===== src/rtl/sound_event_sequencer_pkg.sv =====
// Shared sound-path definitions: mode type, oscillator note codes,
// sequencer state encoding and sound-class encoding.
package sound_event_sequencer_pkg;

   localparam int unsigned FREQ_W = 8;

   typedef enum logic {
      MODE_OFF = 1'b0,
      MODE_ON  = 1'b1
   } MODE_TYPES;

   localparam logic [FREQ_W-1:0] NOTE_A  = FREQ_W'(89);
   localparam logic [FREQ_W-1:0] NOTE_DS = FREQ_W'(126);
   localparam logic [FREQ_W-1:0] NOTE_C  = FREQ_W'(149);

   typedef enum logic [1:0] {
      IDLE  = 2'd0,
      NOTE1 = 2'd1,
      GAP   = 2'd2,
      NOTE2 = 2'd3
   } SEQ_STATE;

   typedef enum logic [1:0] {
      NONE = 2'd0,
      BAD  = 2'd1,
      GOOD = 2'd2,
      DIR  = 2'd3
   } SND_KIND;

endpackage


===== src/rtl/sound_event_sequencer_rise_latch.sv =====
// Rising-edge detector with a one-deep pending flag for one event class.
// Ports:
//   clk, nRst   clock and asynchronous active-low reset
//   enable      low: flag cleared, edges ignored (history still tracks)
//   level       event level, synchronous to clk
//   clr         sequencer is starting this class's sound this cycle
//   pend        registered pending flag
//   drop_c      combinational: an edge arrived while the flag was held
module rise_latch (
   input  logic clk,
   input  logic nRst,
   input  logic enable,
   input  logic level,
   input  logic clr,
   output logic pend,
   output logic drop_c
);

   logic prev;
   logic primed;
   logic rise;

   // The first sample after reset only loads history, so a level that was
   // already high during reset does not count as a new event.
   assign rise   = level & ~prev & primed & enable;
   assign drop_c = rise & pend & ~clr;

   // History and pending flag; a new edge wins over a same-cycle clear.
   always_ff @(posedge clk or negedge nRst) begin
      if (!nRst) begin
         prev   <= 1'b0;
         primed <= 1'b0;
         pend   <= 1'b0;
      end else begin
         prev   <= level;
         primed <= 1'b1;
         if (!enable)
            pend <= 1'b0;
         else if (rise)
            pend <= 1'b1;
         else if (clr)
            pend <= 1'b0;
      end
   end

endmodule


===== src/rtl/sound_event_sequencer.sv =====
// Turns game-event levels into timed tone requests for the oscillator.
// Ports:
//   clk, nRst     clock (hz100) and asynchronous active-low reset
//   enable        sound mode on
//   goodColl_i    good-collision level
//   badColl_i     bad-collision level
//   direction_i   direction button levels
//   freq_o        oscillator period code (held through gaps and idle)
//   playSound_o   tone active
//   busy_o        sequencer not idle
//   dropped_o     one-cycle pulse when an event is lost
module sound_event_sequencer
   import sound_event_sequencer_pkg::*;
#(
   parameter int unsigned TONE_TICKS = 20,
   parameter int unsigned GAP_TICKS  = 2
) (
   input  logic              clk,
   input  logic              nRst,
   input  logic              enable,
   input  logic              goodColl_i,
   input  logic              badColl_i,
   input  logic [3:0]        direction_i,
   output logic [FREQ_W-1:0] freq_o,
   output logic              playSound_o,
   output logic              busy_o,
   output logic              dropped_o
);

   localparam int unsigned TIMER_W = $clog2(2 * TONE_TICKS);
   localparam logic [TIMER_W-1:0] TONE_LOAD = TIMER_W'(TONE_TICKS - 1);
   localparam logic [TIMER_W-1:0] BAD_LOAD  = TIMER_W'(2 * TONE_TICKS - 1);
   localparam logic [TIMER_W-1:0] GAP_LOAD  = TIMER_W'(GAP_TICKS - 1);

   SEQ_STATE            state_q, state_d;
   SND_KIND             kind_q, kind_d, sel_kind, start_kind;
   logic [TIMER_W-1:0]  timer_q, timer_d;
   logic [FREQ_W-1:0]   freq_d;
   logic                gap_final_q, gap_final_d;
   logic                do_start;
   logic                pend_bad, pend_good, pend_dir;
   logic                clr_bad, clr_good, clr_dir;
   logic                drop_bad_c, drop_good_c, drop_dir_c;

   rise_latch u_bad (
      .clk(clk), .nRst(nRst), .enable(enable), .level(badColl_i),
      .clr(clr_bad), .pend(pend_bad), .drop_c(drop_bad_c)
   );

   rise_latch u_good (
      .clk(clk), .nRst(nRst), .enable(enable), .level(goodColl_i),
      .clr(clr_good), .pend(pend_good), .drop_c(drop_good_c)
   );

   rise_latch u_dir (
      .clk(clk), .nRst(nRst), .enable(enable), .level(|direction_i),
      .clr(clr_dir), .pend(pend_dir), .drop_c(drop_dir_c)
   );

   // Highest-priority pending class.
   always_comb begin
      sel_kind = NONE;
      if (pend_bad)
         sel_kind = BAD;
      else if (pend_good)
         sel_kind = GOOD;
      else if (pend_dir)
         sel_kind = DIR;
   end

   // Next-state, timer and note selection.
   always_comb begin
      state_d     = state_q;
      kind_d      = kind_q;
      gap_final_d = gap_final_q;
      timer_d     = (timer_q != '0) ? timer_q - TIMER_W'(1) : timer_q;
      freq_d      = freq_o;
      do_start    = 1'b0;
      start_kind  = NONE;
      clr_bad     = 1'b0;
      clr_good    = 1'b0;
      clr_dir     = 1'b0;

      if (!enable) begin
         state_d = IDLE;
         kind_d  = NONE;
      end else if (state_q != IDLE && pend_bad && kind_q != BAD) begin
         // Bad collision aborts a good/dir sound; the aborted one is lost.
         do_start   = 1'b1;
         start_kind = BAD;
      end else begin
         case (state_q)
            IDLE: begin
               if (sel_kind != NONE) begin
                  do_start   = 1'b1;
                  start_kind = sel_kind;
               end
            end
            NOTE1: begin
               if (timer_q == '0) begin
                  state_d     = GAP;
                  timer_d     = GAP_LOAD;
                  gap_final_d = (kind_q != GOOD);
               end
            end
            GAP: begin
               if (timer_q == '0) begin
                  if (!gap_final_q) begin
                     state_d = NOTE2;
                     timer_d = TONE_LOAD;
                     freq_d  = NOTE_A;
                  end else if (sel_kind != NONE) begin
                     do_start   = 1'b1;
                     start_kind = sel_kind;
                  end else begin
                     state_d = IDLE;
                     kind_d  = NONE;
                  end
               end
            end
            NOTE2: begin
               if (timer_q == '0) begin
                  state_d     = GAP;
                  timer_d     = GAP_LOAD;
                  gap_final_d = 1'b1;
               end
            end
            default: state_d = IDLE;
         endcase
      end

      // Starting a sound loads its first note and consumes its flag.
      if (do_start) begin
         state_d = NOTE1;
         kind_d  = start_kind;
         timer_d = (start_kind == BAD) ? BAD_LOAD : TONE_LOAD;
         freq_d  = (start_kind == BAD) ? NOTE_DS : NOTE_C;
         case (start_kind)
            BAD:     clr_bad  = 1'b1;
            GOOD:    clr_good = 1'b1;
            DIR:     clr_dir  = 1'b1;
            default: ;
         endcase
      end
   end

   // State register with outputs decoded from the next state.
   always_ff @(posedge clk or negedge nRst) begin
      if (!nRst) begin
         state_q     <= IDLE;
         kind_q      <= NONE;
         gap_final_q <= 1'b0;
         timer_q     <= '0;
         freq_o      <= '0;
         playSound_o <= 1'b0;
         busy_o      <= 1'b0;
         dropped_o   <= 1'b0;
      end else begin
         state_q     <= state_d;
         kind_q      <= kind_d;
         gap_final_q <= gap_final_d;
         timer_q     <= timer_d;
         freq_o      <= freq_d;
         playSound_o <= (state_d == NOTE1) || (state_d == NOTE2);
         busy_o      <= (state_d != IDLE);
         dropped_o   <= drop_bad_c | drop_good_c | drop_dir_c;
      end
   end

endmodule


===== config.mk =====
export PLATFORM = sky130hd
export DESIGN_NAME = sound_event_sequencer
export DESIGN_NICKNAME = d
export VERILOG_FILES = /design/src/rtl/sound_event_sequencer_pkg.sv /design/src/rtl/sound_event_sequencer_rise_latch.sv /design/src/rtl/sound_event_sequencer.sv
export SDC_FILE = /design/constraint.sdc
export NUM_CORES = 1
export LEC_CHECK = 0
export CELL_PAD_IN_SITES_DETAIL_PLACEMENT = 0
export CELL_PAD_IN_SITES_GLOBAL_PLACEMENT = 1
export CORE_ASPECT_RATIO = 2
export CORE_UTILIZATION = 35
export CTS_BUF_LIST = sky130_fd_sc_hd__clkbuf_8 sky130_fd_sc_hd__clkbuf_16
export DETAILED_ROUTE_END_ITERATION = 10
export DONT_BUFFER_PORTS = 1
export GPL_TIMING_DRIVEN = 0
export PLACE_DENSITY_LB_ADDON = 0.1
export SYNTH_ARGS = -nofsm -noshare
export SYNTH_HDL_FRONTEND = slang
export SYNTH_HIERARCHICAL = 1
export SYNTH_SLANG_ARGS = --single-unit
export TNS_END_PERCENT = 30

===== constraint.sdc =====
create_clock -name clk -period 3.97 [get_ports clk]
set_clock_uncertainty 0.2 [all_clocks]
set_input_delay 0.5955 -clock clk [delete_from_list [all_inputs] [get_ports clk]]
set_output_delay 0.5955 -clock clk [all_outputs]
set_load 0.01 [all_outputs]

* After elaboration in Yosys (flattened, before gate mapping)
Index checks and enable logic that the tools add are counted.
Widths: inputs -> output; s select.
** Cells by class
- Add/subtract/negate cells :: 1
- Equality and inequality tests :: 22
- Multiplexer cells :: 64
- Bitwise operators :: 24
- Reduce and logical (&&, ||, !) cells :: 18
** Operators with widths (number)
- $mux 8 :: 7
- $mux 6 :: 8
- $mux 2 :: 22
- $mux 1 :: 22
- $ne 3x1->1 const B :: 6
- $and 1x1->1 :: 15
- $reduce_and 5->1 :: 3
- $reduce_bool 2->1 :: 7
- $pmux 6 s2 :: 1
- $eq 2x2->1 const B :: 5
- $ne 2x2->1 const B :: 4
- $pmux 2 s2 :: 2
- $not 1->1 :: 7
- $eq 2x1->1 const B :: 3
- $logic_not 6->1 :: 1
- $ne 3x3->1 const B :: 2
- $reduce_bool 6->1 :: 1
- $sub 6x1->6 const B :: 1
- $ne 2x1->1 const B :: 2
- $pmux 1 s2 :: 2
- $reduce_or 4->1 :: 1
- $logic_and 1x1->1 :: 2
- $logic_not 2->1 :: 1
- $or 1x1->1 :: 2
- other kinds (2) :: 2
** Word-level totals
- Flip-flop bits (word level) :: 29
- Bits of input ports :: 9
- Output and inout port bits :: 11
- Logic and storage cells :: 144

* Depth between registers and ports, before layout
Gate-level depths: netlist (run 1).
- Depth in word-level cells :: 17
- Depth in mapped cells :: 8

* Hierarchy
Netlist (run 1), hierarchy kept.
** Modules (own cells, without submodules)
- sound_event_sequencer :: instances 1, cells an instance 107, area an instance 1072.3 um2
- rise_latch :: instances 3, cells an instance 8, area an instance 111.4 um2

* Least setup slack after synthesis (run 1)
No wires, ideal clock.
- Path kind :: register -> register
- Start point :: reg timer_q[2]
- End point :: reg dropped_o
- Setup time :: 131 ps
- Arrival time :: 2398 ps
- Path slack :: 1241 ps
- Cell stages (with the launch flop) :: 8
- Buffers on the path :: 1
- Clock period less this slack :: 2729 ps
- Cells stage by stage :: dfrtp_1 -> or3_1 -> buf_2 -> or3_4 -> a2111o_1 -> nor3_1 -> nor3b_2 -> or3_1
** On the way
- Longest elaborated chain between the ends :: 12
- Elaborated cells on any way between the ends :: 26
- Classes of those cells :: eq/ne: 3; mux: 14; bitwise: 8; reduce/logical: 1
** Ends and longest elaborated chain
- start: declaration :: RTL line sound_event_sequencer.sv:37 : logic [TIMER_W-1:0] timer_q, timer_d;
- start signal: assignment :: RTL line sound_event_sequencer.sv:162 : timer_q <= timer_d;
- $logic_not 6->1 * :: RTL line sound_event_sequencer.sv:107 : if (timer_q == '0) begin
- $mux 2 :: RTL line sound_event_sequencer.sv:107
- $pmux 2 s2 :: RTL line sound_event_sequencer.sv:92 : case (state_q)
- $mux 2 :: RTL line sound_event_sequencer.sv:87 : end else if (state_q != IDLE && pend_bad && kind_q != BAD) begin
- $mux 2 :: RTL line sound_event_sequencer.sv:84 : if (!enable) begin
- $eq 2x2->1 :: RTL line sound_event_sequencer.sv:138 : case (start_kind)
- $mux 1 :: RTL line sound_event_sequencer.sv:138
- $mux 1 * :: RTL line sound_event_sequencer.sv:133 : if (do_start) begin
- net clr_good :: RTL line sound_event_sequencer.sv:42 : logic clr_bad, clr_good, clr_dir;
- $not 1->1 * :: RTL line sound_event_sequencer_rise_latch.sv:26 : assign drop_c = rise & pend & ~clr;
- $and 1x1->1 * :: RTL line sound_event_sequencer_rise_latch.sv:26
- net drop_good_c :: RTL line sound_event_sequencer.sv:43 : logic drop_bad_c, drop_good_c, drop_dir_c;
- $or 1x1->1 * (2 in a row) :: RTL line sound_event_sequencer.sv:166 : dropped_o <= drop_bad_c | drop_good_c | drop_dir_c;
- end signal: assignment :: RTL line sound_event_sequencer.sv:166
- end: declaration :: RTL line sound_event_sequencer.sv:27 : output logic dropped_o
Mark *: on every way through the listed nets, which the timed path passes. The rest lies on a longest branch.
A chain may end at the register's enable or synchronous reset.

* Worst setup path after layout (run 1)
Same ends and word-level chain as after synthesis.

==> results of run 1 <==
[what timing repair did]
| action | CTS | global route |
|---|---|---|
| setup buffers | 0 | 0 |
| hold buffers | 2 | 0 |
| endpoints found under the hold margin | 28 | 0 |
[cell usage after synthesis (2+ instances only)]
cell type,number
nor3b_2,3
a41o_1,2
o21ai_0,2
ha_1,2
nor4_1,2
nor3_1,4
nand3_1,2
inv_1,4
dfrtp_1,28
clkbuf_1,2
or3_1,2
nand2b_1,4
a21o_1,5
nand4b_1,3
conb_1,3
nor2_1,8
xnor2_1,3
a21oi_1,4
nand2_1,10
nor3b_1,2
nand3b_1,5
buf_4,2
o22ai_1,2
o31ai_1,2
[worst max-delay path: cells and delay by family, from the launching register on]
kind	cells	cell delay, ps
simple gates	5	1520
compound gates	1	500
flops	1	430
buf+inv	1	170
[registers in the layout, indices dropped and copies added, names as in the netlist]
register / count
u_dir/primed: 1
freq_o: 6
dropped_o: 1
u_good/primed: 1
u_good/prev: 1
kind_q: 2
u_dir/pend: 1
u_bad/prev: 1
gap_final_q: 1
u_good/pend: 1
busy_o: 1
state_q: 2
u_bad/primed: 1
u_dir/prev: 1
timer_q: 6
u_bad/pend: 1
[cell families after synthesis]
| group | after synthesis | share of synthesized area, % |
|---|---|---|
| flip-flops | 28 | 49.8 |
| AND/OR/NAND/NOR | 50 | 21.7 |
| buffers and inverters | 9 | 3.02 |
| AO/OA/AOI/OAI | 36 | 21.0 |
| XOR/XNOR | 3 | 1.87 |
| other | 3 | 0.801 |
| adder cells (fa/ha/maj) | 2 | 1.78 |
[layer usage]
metal | global-route usage, % | vias up
met1 | 19.6 | 513
met2 | 31.7 | 18
met5 | 0 | -
met3 | 2.36 | 4
met4 | 5.95 | 0
li1 | - | 503
[power groups by stage]
stage                     combinational (µW)  sequential [µW]  clock (µW)
after global routing                     254              421         194
final                                    221              410         180
after global placement                   208              414           0
after detailed placement                 211              418           0
after CTS                                222              412         185
after floorplan                          177              397           0
[final cells by class]
cell class              count  share of cell area (%)
clock buffers               4                    3.54
multi-input cells          94                    42.6
inverters                   4                   0.965
plain buffers               5                    1.77
repair buffers              2                    1.93
flip-flops and latches     28                    45.1
well taps                  51                    4.10
[worst paths after layout]
| check | from | end | slack, ps |
|---|---|---|---|
| max | timer_q[2] | dropped_o | 1040 |
| min | goodColl_i | u_good/prev | 130 |
| max reg2reg | timer_q[2] | dropped_o | 1040 |
| min reg2reg | kind_q[1] | kind_q[1] | 340 |
| max in group asynchronous | nRst | freq_o[7] | 2870 |
| min in group asynchronous | nRst | kind_q[0] | 540 |
[metrics by stage]
step                cell area (µm²)  power, µW  util, %
finish                         1560        811     40.5
global route                   1560        869     40.5
CTS                            1560        819     40.5
detailed placement             1470        630     38.2
global placement               1470        622     38.2
floorplan                      1410        574        -
==> impl_results.md, run 1 <==
* DRT Pass-1 Iters at 4
* Total gr overflow at 0
* CP Capture Type: flop
* Setup TNS at 0 ps
* Clk_lat worst skew at 280 ps
* Slew @ Worst Pin at 676 ps
* Largest net degree at the start of global routing at 29
* CTS Root Cell: clkbuf_8
* Net Sw Frac at 33.7%
* Max rail drop VDD at 0.207 mV
* Mean Syn Cell Area at 10.7 µm²
* Number of remaining DRC errors at 0
* Fin crit period at 2930 ps
* Sequential cell area at 701 µm²
* Post-synth EDFFs at 0
* RD Place Congestion at 0.773
* DR iter-0 viols at 24
* Most frequent cells in the layout: dfrtp_1 (28), nand2_1 (10), nor2_1 (8)
* H-tree levels at 1
* Static Leak at 0.000641 µW
* Achievable frequency at 341 MHz
* Synth Warn # at 6
* CP max stage cell: a2111o_1
* Die area at 4290 µm²
* Required @ worst endpoint at 3940 ps
* Most common cell after layout, fill and taps aside: dfrtp_1
* Die W at 46.8 µm
* Sw Pwr at 273 µW
* CP max FO at 6
* CTS tree: built
* Routed WL per cell at 17.0 µm
* RSZ-0062 raised after global routing: no
* Final setup fails at 0
* Max Used Layer: met4
* Power Density at 521 nW/µm²
* Post-synth ARST share at 100%
* Vias at 1,038
* Hpwl dp at 2410 µm
* Rows at 32
* Dpl ws at 1030 ps
* Max_slew headroom at 54.6%
* Area Overhead vs Synth at 10.6%
* WL final at 3190 µm
* Hold Crit Class: in -> reg
* Reg2Reg Depth at 7
* Sequential fraction of the synthesis area at 49.8%
* Met1 Routed Length at 1230 µm
* GR Util All Layers at 17.6%
* Outcome: complete, no violations
* # clock sinks at 28
* CTS buffer count at 3
* Final Max Tran Viols at 0
* Syn Inst Count at 131
* Setup WS post-layout at 1040 ps
* Mapped Nets at 142
* Clock transition at the registers of the reported paths at 100 ps
* Vias in the first global route at 1,123
* Area of the multi-input gates at 663 µm²
* Number of hold violations in the final report at 0
* Hold slack at 133 ps
* Die Ht at 91.6 µm
* Crit-path cells: or3_1 -> buf_2 -> or3_4 -> a2111o_1 -> nor3_1 -> nor3b_2 -> or3_1
* Antenna cell count at 0
* Top cell type's share of synthesized area at 49.8%
* Startpoint Class: flop
* Max Buffers Root-to-Sink at 2
* Starting Density at 36.6%
* Clock Power Share at 22.1%
* Area contributors post-synth: dfrtp_1 (50%), a21o_1 (2.7%), nand2_1 (2.7%)
* CP arrival at 2900 ps
* Internal power at 538 µW
* DRT antenna net count at 0
* Synth Cell Area at 1410 µm²
* Initial antenna violation count at 0
* Most used cell, CP: or3_1
* Nets@finish at 149
* Synth cell types at 49
* PortBufs at 0
* Yosys top cell by area: dfrtp_1
* Final Non-Filler Cells at 188
* Top FF cell, synth: dfrtp_1
* Number of max-cap violations at 0
* Final worst-path cycle share at 73.8%
* Core area at 3840 µm²
* Comb power frac at 27.3%
* Flop pwr share at 50.6%
* Layout cells sized above 1 at 10.9%
* Gates resized, CTS repair at 0
* Vias per cell at 5.52
* Met3 wire length at 65 µm
* First-pass GRT wire length at 5440 µm
* Worst hold stages at 0
* Flops & latches, synth at 28
* Worst Path Class, Setup: reg -> reg
* Placed instance count at 182
* Routed length on met2 at 1850 µm
* Fillcell total at 421
* CP peak stage delay at 500 ps
* Num ports at 20
No activity file was read; power rests on OpenSTA's default activity.
==> run 2, diff against run 1 <==
Clock period 3.97 ns to 2.4 ns, I/O delays scaled along.
==> run 2 against run 1 <==
The flow now finishes with violations (negative setup slack). Die area unchanged. Global-route usage fell by 0.62 points. Combinational power increased by 130%. Maximum frequency rose by 12%. Non-clock buffer count grew 12. Cell area grew 10%. Power rose by 78%. Largest power group unchanged. Setup slack lost 1300 ps. Count of clock-buffer cells in the layout is 1 lower. Clock power increased by 40%. Flip-flop and latch count is the same. Critical path type unchanged.
==> impl_results.md, run 2 (same netlist as run 1, synthesis figures left out) <==
* Starting Density at 36.6% (unchanged)
* Startpoint Class: flop
* Max_slew headroom at 52.0% (-2.6 points)
* Required @ worst endpoint at 2360 ps (-1580 ps)
* CP max FO at 4 (-2)
* Core area at 3840 µm² (unchanged)
* Clock transition at the registers of the reported paths at 90 ps (about the same)
* CTS Root Cell: clkbuf_8
* CP max stage cell: a2111o_1
* Die Ht at 91.6 µm (unchanged)
* Most used cell, CP: or3_1
* DR iter-0 viols at 38 (+58%)
* PortBufs at 0 (unchanged)
* RD Place Congestion at 0.761 (-1.6%)
* First-pass GRT wire length at 5190 µm (-4.7%)
* Total gr overflow at 0 (unchanged)
* H-tree levels at 1 (unchanged)
* Number of remaining DRC errors at 0 (unchanged)
* Final Max Tran Viols at 0 (unchanged)
* Rows at 32 (unchanged)
* Area Overhead vs Synth at 21.7%
* Biggest regs: freq_o (6), timer_q (6)
* Max rail drop VDD at 0.599 mV (+190%)
* Die area at 4290 µm² (unchanged)
* # clock sinks at 28 (unchanged)
* Num ports at 20 (unchanged)
* Worst Path Class, Setup: reg -> reg
* Max Buffers Root-to-Sink at 2 (unchanged)
* Hold Crit Class: in -> reg
* Final setup fails at 6 (+6)
* Failing checks: negative setup slack
* Most common cell after layout, fill and taps aside: dfrtp_1
* Outcome: complete, but fails checks
* Number of max-cap violations at 0 (unchanged)
* Crit-path cells: or3_1 -> buf_6 -> or3_4 -> a2111o_1 -> nor3_4 -> nor3b_2 -> or3_1
* Antenna cell count at 0 (unchanged)
* Routed WL per cell at 16.8 µm (-0.76%)
* Die W at 46.8 µm (unchanged)
* DRT Pass-1 Iters at 4 (unchanged)
* Initial antenna violation count at 0 (unchanged)
* Clk_lat worst skew at 270 ps (about the same)
* Vias per cell at 5.58 (+1.0%)
* CP arrival at 2580 ps (-320 ps)
* Static Leak at 0.000705 µW (+10%)
* CP peak stage delay at 430 ps (-70 ps)
* Number of hold violations in the final report at 0 (unchanged)
* Power Density at 842 nW/µm² (+62%)
* CTS tree: built
* Setup WS post-layout at -218 ps (-1260 ps)
* Slew @ Worst Pin at 715 ps (+39.1 ps)
* Nets@finish at 161 (+8.1%)
* RSZ-0062 raised after global routing: yes
* GR Util All Layers at 17.0% (-0.62 points)
* CP Capture Type: flop
* Achievable frequency at 382 MHz (+12%)
* Hpwl dp at 2390 µm (-0.66%)
* Final worst-path cycle share at 109% (+35 points)
* Pwr Total at 1440 µW (+78%)
* Setup TNS at -370 ps (-370 ps)
* Fin crit period at 2620 ps (-313 ps)
* DRT antenna net count at 0 (unchanged)
* Vias in the first global route at 1,097 (-2.3%)
* Vias at 1,110 (+6.9%)
* WL final at 3350 µm (+5.0%)
* Largest net degree at the start of global routing at 29 (unchanged)
* Layout cells sized above 1 at 19.6% (+8.6 points)
* Most frequent cells in the layout: dfrtp_1 (28), nand2_1 (10), buf_4 (9)
* CTS buffer count at 3 (unchanged)
run 2: changes by cell type in the layout (fill, tap and decap cells not counted), moves of 2 or more:
cell,previous run,this run
buf_6,0,3
nor2_1,8,6
dlygate4sd3_1,1,3
buf_4,2,9
run 2: worst max-delay path: cells and delay by family (launching register included):
| family | cells | cell delay [ps] |
|---|---|---|
| buffers and inverters | 1 | 150 |
| AO/OA/AOI/OAI | 1 | 430 |
| flip-flops | 1 | 400 |
| AND/OR/NAND/NOR | 5 | 1340 |
run 2: final timing paths:
path,startpoint,to,slack [ps],cells after the start
max in group asynchronous,nRst,timer_q[1],1510,2
min reg2reg,u_bad/prev,u_bad/pend,340,2
max,timer_q[4],dropped_o,-220,7
max reg2reg,timer_q[4],dropped_o,-220,7
min,direction_i[2],u_dir/prev,20,1
min in group asynchronous,nRst,gap_final_q,320,2
run 2: power by group:
part	switching, µW	internal (µW)
logic	238	280
clock network	140	113
registers	105	566
run 2: repair_timing:
| item | CTS | global route |
|---|---|---|
| setup endpoints to repair | 9 | 17 |
| resized for setup | 4 | 6 |
| hold endpoints to repair | 30 | 0 |
| setup buffers | 7 | 4 |
| pin swaps | 7 | 9 |
| hold buffers | 4 | 0 |
run 2: cell type report:
cell class	count	area, µm²
fill	396	2130
multi-input combinational	94	712
sequential	28	701
timing repair buffer	14	145
tap	51	63.8
clock buffer	3	41.3
buffer	5	33.8
inverter	4	15.0
run 2: per-layer routing:
layer / part of all wire, % / global-route usage (%) / vias to the layer above / routed length (µm)
met3: 3.4 / 3.15 / 8 / 113
li1: - / - / 528 / -
met4: 1.7 / 5.95 / 0 / 57
met5: 0 / 0 / - / 0
met1: 36 / 17.4 / 545 / 1220
met2: 58 / 31.4 / 29 / 1960
run 2: per-stage QoR:
| stage | utilization, % | hold slack [ps] | setup slack, ps | area, µm² | instances |
|---|---|---|---|---|---|
| finish | 44.5 | 17.5 | -218 | 1710 | 199 |
| global route | 44.5 | 20.8 | -269 | 1710 | 199 |
| CTS | 42.8 | 18.7 | -293 | 1650 | 196 |
| detailed placement | 38.5 | -135 | -414 | 1480 | 182 |
| global placement | 38.5 | -135 | -414 | 1480 | 182 |
| floorplan | - | -136 | -123 | 1420 | 131 |
==> run 3, diff against run 2 <==
Settings changed: DONT_BUFFER_PORTS 1 to default.
==> run 3 against run 2 <==
The run still ends with negative setup slack left. Global-route usage increased by 1.7 points. Critical path depth unchanged. Utilization increased by 5.4 points. Cell area increased by 12%. Clock power increased by 48%. Power increased by 15%. Critical path type unchanged. Critical endpoint unchanged.
==> impl_results.md, run 3 (same netlist as run 1, synthesis figures left out) <==
* Slew @ Worst Pin at 731 ps (+15.6 ps)
* Outcome: complete, but fails checks
* Max Buffers Root-to-Sink at 2 (unchanged)
* CTS buffer count at 3 (unchanged)
* Rows at 32 (unchanged)
* Starting Density at 36.6% (unchanged)
* Nets@finish at 183 (+14%)
* Clock transition at the registers of the reported paths at 100 ps (about the same)
* Net Sw Frac at 31.1% (-2.4 points)
* Most common cell after layout, fill and taps aside: dfrtp_1
* Required @ worst endpoint at 2360 ps (about the same)
* Number of hold violations in the final report at 0 (unchanged)
* DRT antenna net count at 0 (unchanged)
* Hpwl dp at 2450 µm (+2.4%)
* DRT Pass-1 Iters at 4 (unchanged)
* Static Leak at 0.000810 µW (+15%)
* Fillcell total at 382 (-3.5%)
* Failing checks: negative setup slack
* CTS tree: built
* Total gr overflow at 0 (unchanged)
* Flop pwr share at 39.6% (-7.0 points)
* Placed instance count at 201 (+10%)
* Most frequent cells in the layout: dfrtp_1 (28), clkdlybuf4s50_1 (17), buf_4 (15)
* Final worst-path cycle share at 109% (+0.38 points)
* Final setup fails at 9 (+3)
* DR iter-0 viols at 37 (-2.6%)
* Number of max-cap violations at 0 (unchanged)
* RSZ-0062 raised after global routing: yes
* Internal power at 1150 µW (+20%)
* Max rail drop VDD at 0.414 mV (-31%)
* Number of remaining DRC errors at 0 (unchanged)
* PortBufs at 19 (+19)
* WL final at 3540 µm (+5.5%)
* CP max FO at 5 (+1)
* Fin crit period at 2630 ps (+9.19 ps)
* Core area at 3840 µm² (unchanged)
* RD Place Congestion at 0.782 (+2.7%)
* Worst Path Class, Setup: reg -> reg
* First-pass GRT wire length at 5760 µm (+11%)
* Largest net degree at the start of global routing at 29 (unchanged)
* Setup WS post-layout at -227 ps (-9.19 ps)
* Clk_lat worst skew at 270 ps (about the same)
* # clock sinks at 28 (unchanged)
* Comb power frac at 38.0% (+2.1 points)
* Startpoint Class: flop
* Pwr Total at 1660 µW (+15%)
* Die Ht at 91.6 µm (unchanged)
* Power Density at 867 nW/µm² (+3.0%)
* Layout cells sized above 1 at 22.2% (+2.6 points)
* Initial antenna violation count at 0 (unchanged)
* Num ports at 20 (unchanged)
* Clock Power Share at 22.4% (+4.9 points)
* Hold slack at 290 ps (+272 ps)
* CTS Root Cell: clkbuf_8
* Vias at 1,192 (+7.4%)
* Die W at 46.8 µm (unchanged)
* Biggest regs: freq_o (6), timer_q (6)
* H-tree levels at 1 (unchanged)
* Vias per cell at 5.37 (-3.7%)
* Die area at 4290 µm² (unchanged)
* Area Overhead vs Synth at 36.4%
* Hold Crit Class: reg -> reg
* Final Non-Filler Cells at 222 (+12%)
* Achievable frequency at 381 MHz (-0.35%)
* Final Max Tran Viols at 0 (unchanged)
* CP Capture Type: flop
* Vias in the first global route at 1,235 (+13%)
* GR Util All Layers at 18.7% (+1.7 points)
* Sw Pwr at 517 µW (+7.0%)
* CP arrival at 2580 ps (about the same)
* Antenna cell count at 0 (unchanged)
* Routed WL per cell at 15.9 µm (-5.5%)
* Max_slew headroom at 50.9% (-1.0 points)
[run 3: final cells by class]
type	count	area, µm²	share of cell area [%]
repair buffers	36	329	17.2
clock buffers	3	41.3	2.15
plain buffers	5	33.8	1.76
clock inverters	1	30.0	1.57
inverters	4	15.0	0.783
multi-input cells	94	704	36.7
well taps	51	63.8	3.33
flip-flops and latches	28	701	36.5
[run 3: worst paths after layout]
path,cells after the start,end,from,slack (ps)
setup / recovery,7,dropped_o,timer_q[4],-230
hold / removal,1,freq_o[4],freq_o[4],290
setup reg to reg,7,dropped_o,timer_q[4],-230
hold reg to reg,1,freq_o[4],freq_o[4],290
max in group asynchronous,2,freq_o[5],nRst,1150
min in group asynchronous,2,gap_final_q,nRst,440
[run 3: power by group through the flow]
stage | clock (µW) | combinational, µW | sequential, µW
6_report | 373 | 633 | 658
5_1_grt | 399 | 691 | 673
4_1_cts | 384 | 546 | 656
3_5_place_dp | 0 | 476 | 671
3_3_place_gp | 0 | 469 | 666
2_1_floorplan | 0 | 304 | 657
[run 3: what timing repair did]
item	4_1_cts	5_1_grt
endpoints found under the setup margin	9	17
gates cloned	0	0
endpoints found under the hold margin	0	28
buffers inserted	9	8
hold buffers	0	1
gates resized for setup	4	8
pin swaps	6	8
[run 3: worst max-delay path: stages (launching register included)]
cell,delay [ps]
dfrtp_1,400
or3_1,380
buf_6,140
or3_4,340
a2111o_1,420
nor3_2,190
nor3b_2,60
or3_1,370
[run 3: metrics by stage]
step           setup WS, ps  area (µm²)  setup TNS [ps]  util, %
6_report               -227        1920            -695     49.9
5_1_grt                -274        1920           -1690     49.9
4_1_cts                -304        1830           -1110     47.6
3_3_place_gp           -483        1670           -2030     43.5
3_5_place_dp           -483        1670           -2290     43.5
2_1_floorplan          -123        1420            -123        -
[run 3: per-layer routing]
metal	global-route usage, %	share of wire [%]	vias to the layer above
li1	-	-	570
met1	21.0	38	586
met2	32.4	58	30
met3	1.77	2.2	6
met4	9.52	1.7	0
met5	0	0	-
